### src/rtl/pixel_pkg.sv
// rtl/pixel_pkg.sv - shared types for pixel_deser (PARITY state only with PIXEL_DESER_PARITY_EN)
package pixel_pkg;

    localparam int PIX_W = 24;

    typedef enum logic [1:0] {
        IDLE,
        SHIFT
`ifdef PIXEL_DESER_PARITY_EN
        , PARITY
`endif
    } state_e;

    typedef enum logic [2:0] {
        OP_HOLD,
        OP_LOAD,
        OP_SHIFT,
        OP_SHIFT_END,
        OP_END
    } sipo_op_e;

endpackage

### src/rtl/pixel_deser_if.sv
// rtl/pixel_deser_if.sv - serial-in / parallel-out bus of pixel_deser
interface pixel_deser_if
    import pixel_pkg::*;
#(
    parameter int N = PIX_W
) ();
    logic         sIn;
    logic         sEn_N;
    logic         sync;
    logic         clr;
    logic [N-1:0] q;
    logic         qValid;
    logic         qReady;
    logic         busy;
    logic         overrun;
    logic         parity_err;

    modport master (
        output sIn, sEn_N, sync, clr, qReady,
        input  q, qValid, busy, overrun, parity_err
    );

    modport slave (
        input  sIn, sEn_N, sync, clr, qReady,
        output q, qValid, busy, overrun, parity_err
    );
endinterface

### src/rtl/sipo_core.sv
// rtl/sipo_core.sv - shift register and bit counter (register widened by PIXEL_DESER_PARITY_EN)
module sipo_core
    import pixel_pkg::*;
#(
    parameter int N  = PIX_W,
    parameter int CW = $clog2(N + 1)
) (
    input  logic          clk,
    input  logic          reset_N,
    input  sipo_op_e      op,
    input  logic          bit_in,
    output logic [N-1:0]  word,
    output logic [CW-1:0] count
);
    // Without parity the LSB is delivered straight from bit_in, so only N-1 bits need storing.
`ifdef PIXEL_DESER_PARITY_EN
    localparam int SH_W = N;
`else
    localparam int SH_W = N - 1;
`endif

    logic [SH_W-1:0] sh;

    always_ff @(posedge clk or posedge reset_N) begin
        if (reset_N) begin
            sh    <= '0;
            count <= '0;
        end else begin
            case (op)
                OP_LOAD: begin
                    sh    <= SH_W'(bit_in);
                    count <= CW'(1);
                end
                OP_SHIFT: begin
                    sh    <= {sh[SH_W-2:0], bit_in};
                    count <= count + CW'(1);
                end
                OP_SHIFT_END: begin
                    sh    <= {sh[SH_W-2:0], bit_in};
                    count <= '0;
                end
                OP_END:  count <= '0;
                default: ;
            endcase
        end
    end

`ifdef PIXEL_DESER_PARITY_EN
    assign word = sh;
`else
    assign word = {sh, bit_in};
`endif

endmodule

### src/rtl/pixel_deser.sv
// rtl/pixel_deser.sv - serial pixel deserializer; even-parity check under PIXEL_DESER_PARITY_EN
module pixel_deser
    import pixel_pkg::*;
#(
    parameter int N = PIX_W
) (
    input  logic          clk,
    input  logic          reset_N,
    pixel_deser_if.slave  bus
);
    localparam int CW = $clog2(N + 1);

    state_e        state;
    state_e        next_state;
    sipo_op_e      op;
    logic [N-1:0]  word;
    logic [CW-1:0] count;
    logic          word_done;
    logic          overrun_set;
    logic [N-1:0]  q_r;
    logic          q_valid_r;
    logic          overrun_r;

    sipo_core #(.N(N), .CW(CW)) u_core (
        .clk     (clk),
        .reset_N (reset_N),
        .op      (op),
        .bit_in  (bus.sIn),
        .word    (word),
        .count   (count)
    );

    always_ff @(posedge clk or posedge reset_N) begin
        if (reset_N) state <= IDLE;
        else         state <= next_state;
    end

`ifdef PIXEL_DESER_PARITY_EN
    logic parity_bad;
    logic parity_err_r;
`endif

    always_comb begin
        next_state = state;
        op         = OP_HOLD;
        word_done  = 1'b0;
`ifdef PIXEL_DESER_PARITY_EN
        parity_bad = 1'b0;
`endif
        if (bus.sEn_N) begin
            case (state)
                IDLE: begin
                    if (bus.sync) begin
                        op         = OP_LOAD;
                        next_state = SHIFT;
                    end
                end
                SHIFT: begin
                    if (bus.sync) begin
                        op = OP_LOAD;
                    end else if (count == CW'(N - 1)) begin
`ifdef PIXEL_DESER_PARITY_EN
                        op         = OP_SHIFT;
                        next_state = PARITY;
`else
                        op         = OP_SHIFT_END;
                        next_state = IDLE;
                        word_done  = 1'b1;
`endif
                    end else begin
                        op = OP_SHIFT;
                    end
                end
`ifdef PIXEL_DESER_PARITY_EN
                PARITY: begin
                    if (bus.sync) begin
                        op         = OP_LOAD;
                        next_state = SHIFT;
                    end else begin
                        op         = OP_END;
                        next_state = IDLE;
                        // Even parity: word bits plus parity bit must XOR to zero.
                        if (^{word, bus.sIn}) parity_bad = 1'b1;
                        else                  word_done  = 1'b1;
                    end
                end
`endif
                default: next_state = IDLE;
            endcase
        end
    end

    assign overrun_set = word_done && q_valid_r && !bus.qReady;

    always_ff @(posedge clk or posedge reset_N) begin
        if (reset_N) begin
            q_r       <= '0;
            q_valid_r <= 1'b0;
            overrun_r <= 1'b0;
        end else begin
            if (word_done && (!q_valid_r || bus.qReady)) begin
                q_r       <= word;
                q_valid_r <= 1'b1;
            end else if (q_valid_r && bus.qReady) begin
                q_valid_r <= 1'b0;
            end
            overrun_r <= overrun_set | (overrun_r & ~bus.clr);
        end
    end

`ifdef PIXEL_DESER_PARITY_EN
    always_ff @(posedge clk or posedge reset_N) begin
        if (reset_N) parity_err_r <= 1'b0;
        else         parity_err_r <= parity_bad | (parity_err_r & ~bus.clr);
    end
    assign bus.parity_err = parity_err_r;
`else
    assign bus.parity_err = 1'b0;
`endif

    assign bus.q       = q_r;
    assign bus.qValid  = q_valid_r;
    assign bus.overrun = overrun_r;
    assign bus.busy    = (state != IDLE);

endmodule

### src/flat_wrapper.sv
// flat-port wrapper written by rule: the top's interface ports become plain ports
module pixel_deser_flat import pixel_pkg::*;
#(
    parameter int N = PIX_W
)
  (clk, reset_N, bus_sIn, bus_sEn_N, bus_sync, bus_clr, bus_qReady, bus_q, bus_qValid, bus_busy, bus_overrun, bus_parity_err);
  pixel_deser_if #(.N(N)) bus_i ();
  input  logic clk;
  input  logic reset_N;
  input wire logic [$bits(bus_i.sIn)-1:0] bus_sIn;
  input wire logic [$bits(bus_i.sEn_N)-1:0] bus_sEn_N;
  input wire logic [$bits(bus_i.sync)-1:0] bus_sync;
  input wire logic [$bits(bus_i.clr)-1:0] bus_clr;
  input wire logic [$bits(bus_i.qReady)-1:0] bus_qReady;
  output wire logic [$bits(bus_i.q)-1:0] bus_q;
  output wire logic [$bits(bus_i.qValid)-1:0] bus_qValid;
  output wire logic [$bits(bus_i.busy)-1:0] bus_busy;
  output wire logic [$bits(bus_i.overrun)-1:0] bus_overrun;
  output wire logic [$bits(bus_i.parity_err)-1:0] bus_parity_err;
  assign bus_i.sIn = bus_sIn;
  assign bus_i.sEn_N = bus_sEn_N;
  assign bus_i.sync = bus_sync;
  assign bus_i.clr = bus_clr;
  assign bus_i.qReady = bus_qReady;
  assign bus_q = bus_i.q;
  assign bus_qValid = bus_i.qValid;
  assign bus_busy = bus_i.busy;
  assign bus_overrun = bus_i.overrun;
  assign bus_parity_err = bus_i.parity_err;
  pixel_deser #(.N(N)) u_core (.clk(clk), .reset_N(reset_N), .bus(bus_i));
endmodule
### config.mk
export PLATFORM = sky130hd
export DESIGN_NAME = pixel_deser_flat
export DESIGN_NICKNAME = d
export VERILOG_FILES = /design/src/rtl/pixel_pkg.sv /design/src/rtl/pixel_deser_if.sv /design/src/rtl/sipo_core.sv /design/src/rtl/pixel_deser.sv /design/src/flat_wrapper.sv
export SDC_FILE = /design/constraint.sdc
export NUM_CORES = 1
export LEC_CHECK = 0
export CORE_ASPECT_RATIO = 0.8
export CORE_UTILIZATION = 25
export DETAILED_ROUTE_END_ITERATION = 10
export PLACE_DENSITY_LB_ADDON = 0.1
export SLEW_MARGIN = 20
export SYNTH_ARGS = -nofsm -noshare
export SYNTH_HDL_FRONTEND = slang
export SYNTH_SLANG_ARGS = --single-unit
### constraint.sdc
create_clock -name clk -period 2.5 [get_ports clk]
set_input_delay 0.5 -clock clk [delete_from_list [all_inputs] [get_ports clk]]
set_output_delay 0.5 -clock clk [all_outputs]
set_load 0.05 [all_outputs]
==> metrics.yaml <==
floorplanning:
  start_util: 0.2601
  die_w_um: 107.7
  num_rows: 30
  io-pin-count: 35
  dieArea_mm2: 0.009328
  die_y_um: 86.59
  core_mm2: 0.008596
yosys:
  synth-edff-count: 0
  ys_types: 28
  synth_warnings: 0
  synth.area.mux_share: 0.1595
  synth_top_family_by_area: "multiplexers"
  ys.flop_type: "dfrtp_1"
  avgSynthCellArea_um2: 15.01
  synth_area_mm2: 0.002236
  syn_nets: 157
  ys_ff_latch: 55
  ys_seq_area_frac: 0.6156
  synth_xor_area_frac: 0
  synthAdderAreaFrac: 0.005596
  synth-compound-area-share: 0.1326
  synth_simple_gate_area_frac: 0.03246
  synthArstFlopShare: 1.000
  syn-instance-count: 149
route:
  drc_errors: 0
  vias_per_cell: 4.578
  drtAntennaViolNets: 0
  wl_per_cell_um: 14.50
  routed_wl_mm: 4.291
  dr.first_iter.drc_count: 51
  vias: 1355
  dr.pass1.iters: 4
cts:
  clockBufferDepth: 2
  clock_latency_ps: 300
  cts_setup_buffers: 0
  hold_buffers: 0
  cts_tree: "yes"
  clkTransAtPathRegs_ps: 90
  cts-root-buf: "clkbuf_8"
  numCtsBuffers: 5
  post_cts_resized: 0
  htree_levels: 2
  cts_num_sinks: 55
setup_path:
  worstPathArrival_ps: 1750
  crit_path_max_incr_delay_ps: 880
  cp_max_fo: 11
  cp.required_ps: 2000
  slowest_stage: "clkdlybuf4s50_1"
  crit_chain: "clkdlybuf4s50_1"
  path_class: "reg2out"
  endpoint_kind: "output port"
  startpoint_type: "flip-flop"
  critPathBufInv: 1
  path_delay_family: "buffers and inverters"
cells_and_area:
  fillCellCount: 833
  syn2layout_area_growth_pct: 24.29
  final_cell_area_mm2: 0.002779
  diodes: 0
  nets: 192
  drive_gt1_frac: 0.2228
sta:
  worst_pin_slew_ps: 504.9
  rsz0062_at_grt: "false"
  setup_viol: 0
  tns_ps: 0
  period_needed_ps: 2248
  maxSlewHeadroom: 0.6623
  hold_ws_ps: 496.6
  period_share: 0.8993
  finClkSkew_ps: 7.253
  timing.final.hold_violations: 0
  fmax_mhz: 444.8
  drv_slew: 0
grt:
  grt_first_pass_wirelength_mm: 7.079
  globalRouteTotalUtil: 0.1006
  grt_pass1_vias: 1413
  antenna_found_initial: 0
  grt_start_max_net_pins: 56
  grt-ovfl-total: 0
pwr:
  total_leakage_power_uw: 0.001272
  power_density_mw_per_mm2: 574.7
  ir_drop_v: 0.0002153
flow_run:
  maxCapViolCount: 0
placement:
  numPortBuffers: 33
  place_area_mm2: 0.002673
  dp_hpwl_mm: 2.665
  gp_congestion: 0.7053
run_status:
  status: "finished clean"
worst_hold_path:
  hp-class: "reg2reg"
[state kept, by name, indices dropped and copies added (netlist names)]
name,count
u_core.bus.overrun,1
u_core.bus.q,24
u_core.bus.qValid,1
u_core.state,1
u_core.u_core.count,5
u_core.u_core.sh,23
[layer usage]
layer,vias up,track usage,share of wire,routed length (µm)
met1,709,0.1246,0.48,2058
li1,607,-,-,-
met4,0,0.04483,0.015,64
met3,8,0.02707,0.033,141
met2,31,0.1649,0.47,2026
met5,-,0,0,0
[Yosys cell counts (all sizes together), types with 2 or more instances]
master,count,area share
dfrtp,55,0.62
mux2,25,0.16
a22o,24,0.094
buf,7,0.036
inv,6,0.010
nand2,5,0.0084
o21ai,5,0.011
clkbuf,4,0.0067
a21oi,2,0.0045
nand4,2,0.0056
o22ai,2,0.0056
[final timing paths]
| path | slack (ps) | depth (start not counted) | start | endpoint |
|---|---|---|---|---|
| min reg2reg | 500 | 1 | u_core.u_core.count[4] | u_core.u_core.count[4] |
| min | 500 | 1 | u_core.u_core.count[4] | u_core.u_core.count[4] |
| max reg2reg | 350 | 4 | u_core.u_core.count[1] | u_core.bus.q[22] |
| max | 250 | 1 | u_core.state[0] | bus_busy |
| min in group asynchronous | 550 | 3 | reset_N | u_core.bus.q[8] |
| max in group asynchronous | 1690 | 3 | reset_N | u_core.bus.q[16] |
[cell usage in the layout, fill, tap and decap left out, drive strengths merged]
cell	count
a22o	24
conb	1
nand4	2
nand2	5
o22ai	2
inv	6
nand3	1
a31oi	1
clkinvlp	1
a41oi	1
dfrtp	55
o31ai	1
o21a	1
and3b	1
o41ai	1
o21ai	5
clkbuf	5
bufinv	1
buf	6
a21oi	2
mux2	25
nand2b	1
ha	1
and3	1
clkdlybuf4s50	33
and4b	1
[report_power, final]
part	total [µW]	internal, µW	switching, µW
Sequential	926	905	21.1
Combinational	96.9	39.1	57.8
Clock	574	293	281
Total	1600	1240	360
[metrics by stage]
step | instances | setup slack (ps) | power (µW) | util
after floorplan | 149 | 503.3 | 1000 | -
after global placement | 289 | 314.4 | 1036 | 0.3109
after detailed placement | 289 | 289.2 | 1042 | 0.3109
after CTS | 296 | 239.7 | 1626 | 0.3233
after global routing | 296 | 189.8 | 1679 | 0.3233
final | 296 | 251.8 | 1597 | 0.3233
[cell type report]
type,instances,area [µm²],area share
repair buffers,39,387.9,0.1396
flip-flops and latches,55,1376,0.4953
multi-input cells,77,745.7,0.2683
clock inverters,2,37.54,0.01351
clock buffers,5,68.82,0.02476
well taps,112,140.1,0.05043
inverters,6,22.52,0.008104
[cell families after synthesis]
kind of cell / after synthesis
flops: 55
fa+ha+maj: 1
mux: 25
other cells: 1
simple gates: 12
buf+inv: 17
compound gates: 38
No activity file was read; power rests on OpenSTA's default activity.
